File: src/rtl/mult_div_unit.sv
// Sequential signed multiply/divide unit driving the HI/LO registers.
// Radix-2 Booth multiply and signed restoring divide, one step per cycle.
module mult_div_unit #(
    parameter int unsigned WIDTH = 32
) (
    input  logic             clk,
    input  logic             reset,
    input  logic             mult_start,
    input  logic             div_start,
    input  logic [WIDTH-1:0] a,
    input  logic [WIDTH-1:0] b,
    output logic [WIDTH-1:0] hi,
    output logic [WIDTH-1:0] lo,
    output logic             busy,
    output logic             done,
    output logic             div_zero
);

    localparam int unsigned CNT_W = (WIDTH > 1) ? $clog2(WIDTH) : 1;
    localparam int unsigned ACC_W = 2 * WIDTH + 2;

    typedef enum logic [1:0] {IDLE, MULT_RUN, DIV_RUN, FINISH} state_t;

    state_t             state_q, state_d;
    logic [CNT_W-1:0]   cnt_q, cnt_d;
    logic [ACC_W-1:0]   acc_q, acc_d;
    logic [WIDTH-1:0]   mcand_q, mcand_d;
    logic [WIDTH-1:0]   rem_q, rem_d;
    logic [WIDTH-1:0]   quo_q, quo_d;
    logic [WIDTH-1:0]   dvsr_q, dvsr_d;
    logic               quo_neg_q, quo_neg_d;
    logic               rem_neg_q, rem_neg_d;
    logic               zdiv_q, zdiv_d;
    logic [WIDTH-1:0]   hi_q, hi_d;
    logic [WIDTH-1:0]   lo_q, lo_d;
    logic               busy_q, busy_d;
    logic               done_q, done_d;
    logic               div_zero_q, div_zero_d;

    // Datapath step results
    logic [WIDTH:0]     upper;
    logic [ACC_W-1:0]   acc_step;
    logic [WIDTH:0]     rem_sh;
    logic [WIDTH:0]     diff;
    logic [WIDTH-1:0]   rem_step;
    logic [WIDTH-1:0]   quo_step;
    logic               last_step;

    always_comb begin
        state_d    = state_q;
        cnt_d      = cnt_q;
        acc_d      = acc_q;
        mcand_d    = mcand_q;
        rem_d      = rem_q;
        quo_d      = quo_q;
        dvsr_d     = dvsr_q;
        quo_neg_d  = quo_neg_q;
        rem_neg_d  = rem_neg_q;
        zdiv_d     = zdiv_q;
        hi_d       = hi_q;
        lo_d       = lo_q;

        // Booth: upper half kept one bit wider so -2^(W-1) multiplicands cannot overflow
        upper = acc_q[ACC_W-1:WIDTH+1];
        unique case (acc_q[1:0])
            2'b01:   upper = upper + {mcand_q[WIDTH-1], mcand_q};
            2'b10:   upper = upper - {mcand_q[WIDTH-1], mcand_q};
            default: upper = acc_q[ACC_W-1:WIDTH+1];
        endcase
        acc_step = {upper[WIDTH], upper, acc_q[WIDTH:1]};

        // Restoring divide on magnitudes; remainder stays below divisor
        rem_sh   = {rem_q, quo_q[WIDTH-1]};
        diff     = rem_sh - {1'b0, dvsr_q};
        rem_step = diff[WIDTH] ? rem_sh[WIDTH-1:0] : diff[WIDTH-1:0];
        quo_step = {quo_q[WIDTH-2:0], ~diff[WIDTH]};

        last_step = (cnt_q == CNT_W'(WIDTH - 1));

        unique case (state_q)
            IDLE: begin
                if (mult_start) begin
                    mcand_d = a;
                    acc_d   = {(WIDTH + 1)'(0), b, 1'b0};
                    cnt_d   = '0;
                    zdiv_d  = 1'b0;
                    state_d = MULT_RUN;
                end else if (div_start) begin
                    if (b != '0) begin
                        quo_d     = a[WIDTH-1] ? -a : a;
                        dvsr_d    = b[WIDTH-1] ? -b : b;
                        rem_d     = '0;
                        quo_neg_d = a[WIDTH-1] ^ b[WIDTH-1];
                        rem_neg_d = a[WIDTH-1];
                        cnt_d     = '0;
                        zdiv_d    = 1'b0;
                        state_d   = DIV_RUN;
                    end else begin
                        zdiv_d  = 1'b1;
                        state_d = FINISH;
                    end
                end
            end
            MULT_RUN: begin
                acc_d = acc_step;
                cnt_d = cnt_q + CNT_W'(1);
                if (last_step) begin
                    hi_d    = acc_step[2*WIDTH:WIDTH+1];
                    lo_d    = acc_step[WIDTH:1];
                    state_d = FINISH;
                end
            end
            DIV_RUN: begin
                rem_d = rem_step;
                quo_d = quo_step;
                cnt_d = cnt_q + CNT_W'(1);
                if (last_step) begin
                    hi_d    = rem_neg_q ? -rem_step : rem_step;
                    lo_d    = quo_neg_q ? -quo_step : quo_step;
                    state_d = FINISH;
                end
            end
            FINISH: begin
                state_d = IDLE;
            end
            default: begin
                state_d = IDLE;
            end
        endcase

        busy_d     = (state_d == MULT_RUN) || (state_d == DIV_RUN);
        done_d     = (state_d == FINISH);
        div_zero_d = (state_d == FINISH) && zdiv_d;
    end

    always_ff @(posedge clk) begin
        if (!reset) begin
            state_q    <= IDLE;
            cnt_q      <= '0;
            acc_q      <= '0;
            mcand_q    <= '0;
            rem_q      <= '0;
            quo_q      <= '0;
            dvsr_q     <= '0;
            quo_neg_q  <= 1'b0;
            rem_neg_q  <= 1'b0;
            zdiv_q     <= 1'b0;
            hi_q       <= '0;
            lo_q       <= '0;
            busy_q     <= 1'b0;
            done_q     <= 1'b0;
            div_zero_q <= 1'b0;
        end else begin
            state_q    <= state_d;
            cnt_q      <= cnt_d;
            acc_q      <= acc_d;
            mcand_q    <= mcand_d;
            rem_q      <= rem_d;
            quo_q      <= quo_d;
            dvsr_q     <= dvsr_d;
            quo_neg_q  <= quo_neg_d;
            rem_neg_q  <= rem_neg_d;
            zdiv_q     <= zdiv_d;
            hi_q       <= hi_d;
            lo_q       <= lo_d;
            busy_q     <= busy_d;
            done_q     <= done_d;
            div_zero_q <= div_zero_d;
        end
    end

    assign hi       = hi_q;
    assign lo       = lo_q;
    assign busy     = busy_q;
    assign done     = done_q;
    assign div_zero = div_zero_q;

endmodule

File: config.mk
export PLATFORM = sky130hd
export DESIGN_NAME = mult_div_unit
export DESIGN_NICKNAME = d
export VERILOG_FILES = /design/src/rtl/mult_div_unit.sv
export SDC_FILE = /design/constraint.sdc
export NUM_CORES = 1
export LEC_CHECK = 0
export CAP_MARGIN = 5
export CORE_MARGIN = 5
export CORE_UTILIZATION = 25
export CTS_CLUSTER_SIZE = 25
export DETAILED_ROUTE_END_ITERATION = 16
export GPL_ROUTABILITY_DRIVEN = 0
export PLACE_DENSITY_LB_ADDON = 0.05
export SYNTH_ARGS = -nofsm -noshare
export SYNTH_HDL_FRONTEND = slang
export SYNTH_SLANG_ARGS = --single-unit
File: constraint.sdc
create_clock -name clk -period 6.1 [get_ports clk]
set_input_delay 0.915 -clock clk [delete_from_list [all_inputs] [get_ports clk]]
set_output_delay 0.915 -clock clk [all_outputs]
set_load 0.01 [all_outputs]
==> impl_metrics.tcl <==
set metrics [dict create \
    min_path_type "reg2reg" \
    yosysTopAreaCell "dfxtp_1" \
    vias 18048 \
    slew_violations 0 \
    cp_num_buf_inv 0 \
    synth_seq_cells 270 \
    combPwrFrac 0.441 \
    synth.area.top_cells "dfxtp_1 (29%), nor2_1 (6.4%), a21oi_1 (6.1%)" \
    crit_chain "or3_1 -> nor4_1 -> nand2_1 -> or4_1 -> nor2b_1 -> xnor2_1 -> ha_1 -> and4_1 -> nor3b_1 -> o311ai_0 -> a31oi_1 -> o31ai_1 -> o21ai_0 -> a21oi_1 -> mux2_2 -> a2111oi_0 -> o31ai_1 -> o2bb2ai_1" \
    die_h_um 284 \
    hold_violations 0 \
    slowest_stage "a2111oi_0" \
    dr.max_layer_used "met4" \
    p_int_mw 4.84 \
    p_leak_nw 8.15 \
    area_growth_pct 19.2 \
    switching_share 0.425 \
    cts_resized 0 \
    syn_nets 2625 \
    fmax_mhz 185 \
    grt_pass1_vias 17693 \
    ant_nets 0 \
    cp-start-kind "flop" \
    fp.dieW_um 284 \
    status "complete, no violations" \
    met1_length_mm 34.9 \
    clockBufferDepth 3 \
    power.switching_mw 3.58 \
    yosysWarningCount 0 \
    crit_path_end_kind "flop" \
    htree_levels 2 \
    row_count 100 \
    synth_edf_count 0 \
    avgRoutedWirePerCell_um 21.2 \
    synth-main-ff-cell "dfxtp_1" \
    cp.required_ns 6.55 \
    crit_type "reg2reg" \
    critPathMaxStageDelay_ns 0.57 \
    async_flop_share 0 \
    port_buffers 134 \
    cellPowerDensity_nw_per_um2 378 \
    ys_seq_area_frac 0.289 \
    finalSetupTns_ns 0 \
    path_max_fanout 7 \
    track_usage 0.178 \
    worst_pin_slew_ns 1.13 \
    ir_worst_vdd_v 0.000162 \
    grt_pass1_wl_mm 112 \
    path_clk_slew_ns 0.06 \
    clock_latency_ns 0.57 \
    syn_area_per_cell_um2 7.55 \
    setup-violations-final 0 \
    cts_setup_buffers 0 \
    drv_cap 0 \
    postSynthCellCount 2478 \
    antenna_found_initial 1 \
    coreArea_um2 74300 \
    power_mw 8.42 \
    grt_max_degree 158 \
    crit_arrival_ns 5.85 \
    cts_tree "yes" \
    nets 2671 \
    place_hpwl_mm 57.4 \
    rsz0062_at_grt "no" \
    seqPwrFrac 0.266 \
    die-area_um2 80400 \
    wl_met2_mm 34.9 \
    cts_root_buf "clkbuf_16" \
    hold_buffers 0 \
    finalWirelength_mm 74.6 \
    period_share 0.886 \
    relSlewSlack 0.247 \
    drtPass1Iterations 5 \
    cts_inserted_buffers 39 \
    drtIter0Drc 1133 \
    critPathMostFrequentCell "o31ai_1" \
    clock_skew_ns 0.0315 \
    yosysUniqueCellTypes 91 \
    drc_errors 0 \
    viasPerCell 5.12 \
    drive_gt1_frac 0.0607 \
    synth_top_area_frac 0.289 \
    io_pins 135 \
    min_period_ns 5.41 \
    grt-ovfl-total 0 \
    route.met3.wl_mm 2.74 \
    clkPwrFrac 0.293 \
    syn_area_um2 18700 \
    cts.sinks 270 \
    cpLargestDelayFamily "compound AO/OA/AOI/OAI gates" \
    initial_core_util 0.252 \
]
state kept, by name, indices dropped and copies added (netlist names), 2 cells and up:
register	count
lo	32
rem_q	32
dvsr_q	32
quo_q	32
cnt_q	5
state_q	2
hi	32
acc_q	65
mcand_q	32
power groups by stage:
stage / Combinational (mW) / Sequential, mW / Clock, mW
after floorplan: 2.69 / 2.16 / 0
after global placement: 3.74 / 2.27 / 0
after detailed placement: 3.74 / 2.28 / 0
after CTS: 3.76 / 2.24 / 2.55
after global routing: 4.14 / 2.27 / 2.61
final: 3.71 / 2.24 / 2.47
final cells by class:
cell class	instances	area, um2
clock inverters	18	244
well taps	969	1210
clock buffers	53	1160
diodes	1	2.50
multi-input cells	1981	12400
flip-flops and latches	270	5410
fillers	8075	52000
inverters	69	269
repair buffers	163	1560
tightest hold or removal path, stage by stage, from the launching register on:
cell and delay (ns):
dfxtp_1 0.31, nand2_1 0.05, a21oi_1 0.05
per-stage QoR:
| step | area, um2 | instances | setup slack (ns) | utilization | hold slack (ns) |
|---|---|---|---|---|---|
| after floorplan | 18700 | 2478 | 1.25 | - | 0.446 |
| after global placement | 20900 | 3452 | 0.804 | 0.281 | 0.448 |
| after detailed placement | 20900 | 3452 | 0.713 | 0.281 | 0.448 |
| after CTS | 22300 | 3523 | 0.691 | 0.300 | 0.454 |
| after global routing | 22300 | 3523 | 0.197 | 0.300 | 0.473 |
| final | 22300 | 3524 | 0.694 | 0.300 | 0.454 |
worst paths after layout:
check	from	to	slack, ns	depth (start not counted)
worst min-delay path	hi[8]	hi[8]	0.45	2
worst min register to register	hi[8]	hi[8]	0.45	2
worst max register to register	mcand_q[2]	hi[28]	0.69	18
worst max-delay path	mcand_q[2]	hi[28]	0.69	18
Yosys cell counts (all sizes together) (36+ instances only):
master	n
a211oi	102
a21oi	232
a22oi	36
clkbuf	125
dfxtp	270
ha	77
inv	69
mux2i	64
nand2	291
nor2	319
nor3	50
o21ai	165
o31ai	54
xnor2	73
xor2	109
layer usage:
layer / up-vias / GRT usage
li1: 9039 / -
met1: 8596 / 0.238
met3: 88 / 0.0259
met4: 0 / 0.0476
met2: 325 / 0.300
met5: - / 0
logic make-up after synthesis:
kind of cell,share of synthesized area
compound gates,0.273
xor+xnor,0.0852
fa+ha+maj,0.0536
buf+inv,0.0485
flops,0.289
mux,0.0415
simple gates,0.209
cell usage in the layout, fill, tap and decap left out, types with 9 or more instances in the layout:
cell type | netlist | layout
nor2_1 | 318 | 318
nand2_1 | 291 | 291
dfxtp_1 | 270 | 270
a21oi_1 | 228 | 227
o21ai_0 | 160 | 159
clkdlybuf4s50_1 | 0 | 134
xor2_1 | 109 | 109
a211oi_1 | 101 | 101
ha_1 | 77 | 74
xnor2_1 | 73 | 73
inv_1 | 68 | 67
mux2i_1 | 64 | 64
o31ai_1 | 51 | 51
nor3_1 | 49 | 49
clkbuf_16 | 0 | 40
a22oi_1 | 36 | 36
a21o_1 | 33 | 32
buf_4 | 1 | 29
nand3_1 | 26 | 26
o211ai_1 | 26 | 26
nand4_1 | 24 | 24
or3_1 | 22 | 22
or4_1 | 19 | 19
nor4_1 | 18 | 18
o21a_1 | 18 | 18
nand2b_1 | 17 | 17
a31oi_1 | 17 | 17
nor2b_1 | 15 | 14
and2_1 | 14 | 14
o41ai_1 | 13 | 13
mux2_2 | 12 | 12
clkbuf_8 | 0 | 11
a211o_1 | 10 | 10
nor3b_1 | 9 | 9
Power figures use the tool's default switching activity.
